File: src/rtl/arc4_seq.sv
// ARC4 top-level sequencer.
// Runs init -> KSA -> PRGA through the rdy/en handshake of each sub-block and
// steers the single-port S memory to whichever phase currently owns it.
// A per-phase watchdog turns a sub-block that never finishes into a sticky err
// and parks the sequencer in HALT until reset.
module arc4_seq #(
  parameter int unsigned TIMEOUT = 4096,
  parameter int unsigned TW      = 13
) (
  input  logic       clk,
  input  logic       rst_n,

  // Wrapper handshake
  input  logic       en,
  output logic       rdy,
  output logic [1:0] phase,
  output logic       err,

  // Sub-block handshakes
  input  logic       init_rdy,
  input  logic       ksa_rdy,
  input  logic       prga_rdy,
  output logic       init_en,
  output logic       ksa_en,
  output logic       prga_en,

  // Per-phase S memory requests
  input  logic [7:0] init_addr,
  input  logic [7:0] ksa_addr,
  input  logic [7:0] prga_addr,
  input  logic [7:0] init_wrdata,
  input  logic [7:0] ksa_wrdata,
  input  logic [7:0] prga_wrdata,
  input  logic       init_wren,
  input  logic       ksa_wren,
  input  logic       prga_wren,

  // Muxed S memory port
  output logic [7:0] s_addr,
  output logic [7:0] s_wrdata,
  output logic       s_wren
);

  typedef enum logic [2:0] {
    StIdle,
    StGoInit,
    StWaitInit,
    StGoKsa,
    StWaitKsa,
    StGoPrga,
    StWaitPrga,
    StHalt
  } state_e;

  localparam logic [TW-1:0] TimeoutCnt = TW'(TIMEOUT);

  state_e        state_q, state_d;
  logic [1:0]    phase_q, phase_d;
  logic          err_q, err_d;
  logic          init_en_q, init_en_d;
  logic          ksa_en_q, ksa_en_d;
  logic          prga_en_q, prga_en_d;
  logic [TW-1:0] wdog_q, wdog_d;
  // Set during the first WAIT cycle: the sub-block still shows the rdy it had
  // before seeing our en, so that cycle must not count as completion.
  logic          first_q, first_d;

  logic [TW-1:0] wdog_inc;
  logic          wdog_hit;

  assign wdog_inc = wdog_q + TW'(1);
  assign wdog_hit = (wdog_inc == TimeoutCnt);

  // State and registered outputs, async active-low reset
  always_ff @(posedge clk or negedge rst_n) begin
    if (!rst_n) begin
      state_q   <= StIdle;
      phase_q   <= 2'd0;
      err_q     <= 1'b0;
      init_en_q <= 1'b0;
      ksa_en_q  <= 1'b0;
      prga_en_q <= 1'b0;
      wdog_q    <= '0;
      first_q   <= 1'b0;
    end else begin
      state_q   <= state_d;
      phase_q   <= phase_d;
      err_q     <= err_d;
      init_en_q <= init_en_d;
      ksa_en_q  <= ksa_en_d;
      prga_en_q <= prga_en_d;
      wdog_q    <= wdog_d;
      first_q   <= first_d;
    end
  end

  // Next state, start pulses, watchdog and sticky error
  always_comb begin
    state_d   = state_q;
    err_d     = err_q;
    init_en_d = 1'b0;
    ksa_en_d  = 1'b0;
    prga_en_d = 1'b0;
    wdog_d    = wdog_q;
    first_d   = 1'b0;

    unique case (state_q)
      StIdle: begin
        if (en) state_d = StGoInit;
      end

      StGoInit: begin
        if (init_rdy) begin
          init_en_d = 1'b1;
          wdog_d    = '0;
          first_d   = 1'b1;
          state_d   = StWaitInit;
        end
      end

      StWaitInit: begin
        wdog_d = wdog_inc;
        // Completion takes priority over an expiring watchdog
        if (!first_q && init_rdy) begin
          state_d = StGoKsa;
        end else if (wdog_hit) begin
          err_d   = 1'b1;
          state_d = StHalt;
        end
      end

      StGoKsa: begin
        if (ksa_rdy) begin
          ksa_en_d = 1'b1;
          wdog_d   = '0;
          first_d  = 1'b1;
          state_d  = StWaitKsa;
        end
      end

      StWaitKsa: begin
        wdog_d = wdog_inc;
        if (!first_q && ksa_rdy) begin
          state_d = StGoPrga;
        end else if (wdog_hit) begin
          err_d   = 1'b1;
          state_d = StHalt;
        end
      end

      StGoPrga: begin
        if (prga_rdy) begin
          prga_en_d = 1'b1;
          wdog_d    = '0;
          first_d   = 1'b1;
          state_d   = StWaitPrga;
        end
      end

      StWaitPrga: begin
        wdog_d = wdog_inc;
        if (!first_q && prga_rdy) begin
          state_d = StIdle;
        end else if (wdog_hit) begin
          err_d   = 1'b1;
          state_d = StHalt;
        end
      end

      StHalt: begin
        // Only rst_n leaves HALT
        state_d = StHalt;
      end

      default: state_d = StIdle;
    endcase
  end

  // Registered phase tracks the next state; HALT keeps the failing phase
  always_comb begin
    phase_d = phase_q;
    unique case (state_d)
      StIdle:                 phase_d = 2'd0;
      StGoInit, StWaitInit:   phase_d = 2'd1;
      StGoKsa, StWaitKsa:     phase_d = 2'd2;
      StGoPrga, StWaitPrga:   phase_d = 2'd3;
      StHalt:                 phase_d = phase_q;
      default:                phase_d = 2'd0;
    endcase
  end

  // S memory mux from registered state: owner gets the port with no added
  // latency, writes only pass while the owner is actually running
  always_comb begin
    s_addr   = 8'h00;
    s_wrdata = 8'h00;
    s_wren   = 1'b0;
    unique case (state_q)
      StGoInit: begin
        s_addr   = init_addr;
        s_wrdata = init_wrdata;
      end
      StWaitInit: begin
        s_addr   = init_addr;
        s_wrdata = init_wrdata;
        s_wren   = init_wren;
      end
      StGoKsa: begin
        s_addr   = ksa_addr;
        s_wrdata = ksa_wrdata;
      end
      StWaitKsa: begin
        s_addr   = ksa_addr;
        s_wrdata = ksa_wrdata;
        s_wren   = ksa_wren;
      end
      StGoPrga: begin
        s_addr   = prga_addr;
        s_wrdata = prga_wrdata;
      end
      StWaitPrga: begin
        s_addr   = prga_addr;
        s_wrdata = prga_wrdata;
        s_wren   = prga_wren;
      end
      default: begin
        s_addr   = 8'h00;
        s_wrdata = 8'h00;
        s_wren   = 1'b0;
      end
    endcase
  end

  // Wrapper-facing status
  always_comb begin
    rdy     = (state_q == StIdle);
    phase   = phase_q;
    err     = err_q;
    init_en = init_en_q;
    ksa_en  = ksa_en_q;
    prga_en = prga_en_q;
  end

endmodule

File: config.mk
export PLATFORM = sky130hd
export DESIGN_NAME = arc4_seq
export DESIGN_NICKNAME = d
export VERILOG_FILES = /design/src/rtl/arc4_seq.sv
export SDC_FILE = /design/constraint.sdc
export NUM_CORES = 1
export LEC_CHECK = 0
export BUFFER_PORTS_ARGS = -buffer_cell sky130_fd_sc_hd__buf_2
export CAP_MARGIN = 25
export CORE_UTILIZATION = 35
export DETAILED_ROUTE_END_ITERATION = 7
export PLACE_DENSITY = 0.64
export REMOVE_ABC_BUFFERS = 1
export SLEW_MARGIN = 10
export SYNTH_ARGS = -nofsm -noshare
export SYNTH_HDL_FRONTEND = slang
export SYNTH_SLANG_ARGS = --single-unit
File: constraint.sdc
create_clock -name clk -period 9.31 [get_ports clk]
set_input_delay 0.931 -clock clk [delete_from_list [all_inputs] [get_ports clk]]
set_output_delay 0.931 -clock clk [all_outputs]
set_load 0.01 [all_outputs]
==> results.cfg <==
[timing]
fin_crit_sh = 0.3759
hold_slack_ps = 520.6
worst_slack_ps = 5810
rsz0062_at_grt = false
max_freq_mhz = 285.7
worst_pin_slew_ps = 633.0
skew_ps = 8.846
finalSetupViolations = 0
slew-limit-headroom = 0.5759
hold_viol_final = 0
drv_slew = 0
fin_setup_tns_ps = 0
fin_crit_ps = 3500

[worst_setup_path]
start_kind = flip-flop
path_cells = ha_1 -> nand4_1 -> o32ai_1 -> nor2b_1 -> nand3_1 -> o21ai_0 -> ha_1 -> inv_1 -> or4b_1 -> o31ai_1 -> nand3_1
cp_max_fo = 8
cp.required_ps = 9460
max_stage_delay_ps = 510
crit_family = simple AND/OR/NAND/NOR gates
endpoint_kind = flip-flop
cp_num_buf_inv = 1
critPathKind = reg -> reg
arrival_ps = 3650
cp_slowest_cell = or4b_1

[floorplan]
io_pins = 81
core_area_um2 = 5205
num_rows = 26
fp.dieArea_um2 = 5781
dieWidth_um = 76.03
start_util = 0.3685
die_height_um = 76.03

[yosys]
netlist_area_um2 = 1918
yosys.area.top_type = dfrtp_1
ys.flop_type = dfrtp_1
synth_cell_types = 55
synth_edf_count = 0
synthCells = 238
synth_seq_cells = 23
syn_area_per_cell_um2 = 8.059
ys_seq_area_frac = 0.3001
async_flop_share = 1.000
ys.warnings.count = 0
synth_top_area_frac = 0.3001
netlist_top_cells_area = dfrtp_1 30%, mux2i_1 9.4%, o21ai_0 8.3%, nand2_1 5.5%, a21oi_1 3.7%

[cells_and_area]
final_cells = 380
utilization = 0.4644
area.growth.synth_to_final_pct = 26.03
final_area_um2 = 2417
final_cell_mix = 80 x buf_2, 32 x o21ai_0, 28 x nand2_1
drive_above_1_share = 0.3258
nNetsFinal = 373
final_common_cell = buf_2
antenna_cells = 0

[routing]
drc = 0
vias_per_cell = 5.403
drt-initial-drc-count = 168
drt_wl_total_um = 5159
ant_nets = 0
avgRoutedWirePerCell_um = 13.58
vias = 2053
firstDrtPassIters = 4

[pwr]
p_total_uw = 724.7
irDropWorstVdd_v = 0.0001397
p_leak_nw = 1.095
powerDensity_nw_per_um2 = 299.8

[placed_design]
portBuffers = 80
dp_hpwl_um = 3931
gp_congestion = 0.8372
dp_cells = 376
placed_cell_area_um2 = 2365
dp_slack_ps = 5789

[run]
maxCapViolCount = 0

[run_status]
status = finished, final reports clean

[grt]
grt-ovfl-total = 0
antenna_found_initial = 0
grt_max_degree = 32
grt_pass1_vias = 1992
grt_pass1_wl_um = 8756
grt_util_all_layers = 0.1824

[worst_hold_path]
min_path_type = reg -> reg

[clock_tree]
cts_made_buffers = 3
cts-htree-levels = 1
cts_root_buffer = clkbuf_8
postCtsResizedCells = 0
clock_latency_ps = 270
cts_tree = done
holdBufCountCts = 0
clk_pin_slew_worst_paths_ps = 90
cts.path.max_buffers = 2
cts_setup_buffers = 0
cts.sinks = 23
==> cells by family after synthesis <==
group / synth area share
flops: 0.3001
simple gates: 0.2714
fa+ha+maj: 0.03262
xor+xnor: 0.01370
compound gates: 0.2414
buf+inv: 0.04109
mux: 0.09980
==> synthesized netlist by cell type, drive strengths merged (2+ instances only) <==
master	count
nand2b	6
o31ai	4
o21ai	32
nor3	3
nor4	3
xor2	2
nand3	12
nor2	17
dfrtp	23
and3	2
o41ai	3
clkbuf	7
buf	8
a31oi	3
o31a	3
mux2i	18
nor2b	4
or2	3
a21oi	14
a31o	2
a211oi	2
inv	4
ha	5
and2	2
nand3b	2
nand4	6
nand2	28
==> power by group <==
group	switching [mW]	internal [mW]
registers	0.0445	0.124
logic	0.290	0.204
clock network	0.0323	0.0306
total	0.367	0.358
==> sequential cells by signal, summed over array words and instances, names as in the netlist <==
signal   cells
wdog_q      13
ksa_en       1
err          1
prga_en      1
state_q      3
init_en      1
phase        2
first_q      1
==> worst paths after layout <==
| kind | from | to | slack [ps] | depth (start not counted) |
|---|---|---|---|---|
| max | wdog_q[0]$_DFFE_PN0P_ | phase[0]$_DFFE_PN0P_ | 5810 | 11 |
| min | err$_DFFE_PN0P_ | err$_DFFE_PN0P_ | 520 | 1 |
| max reg2reg | wdog_q[0]$_DFFE_PN0P_ | phase[0]$_DFFE_PN0P_ | 5810 | 11 |
| min reg2reg | err$_DFFE_PN0P_ | err$_DFFE_PN0P_ | 520 | 1 |
| max in group asynchronous | rst_n | state_q[2]$_DFF_PN0_ | 8340 | 1 |
| min in group asynchronous | rst_n | wdog_q[3]$_DFFE_PN0P_ | 620 | 1 |
==> layout make-up <==
type	count	area [µm²]
clock buffers	4	45.04
fillers	529	2788
inverters	4	15.01
multi-input cells	196	1271
flip-flops and latches	23	575.6
well taps	70	87.58
repair buffers	83	422.9
==> per-layer routing <==
metal / global-route usage / vias up / share of wire
li1: - / 1027 / -
met1: 0.2362 / 953 / 0.47
met3: 0.02156 / 9 / 0.043
met5: 0 / - / 0
met4: 0.07692 / 0 / 0.021
met2: 0.3073 / 64 / 0.47
Note: power is estimated with default switching activity, not from simulation.
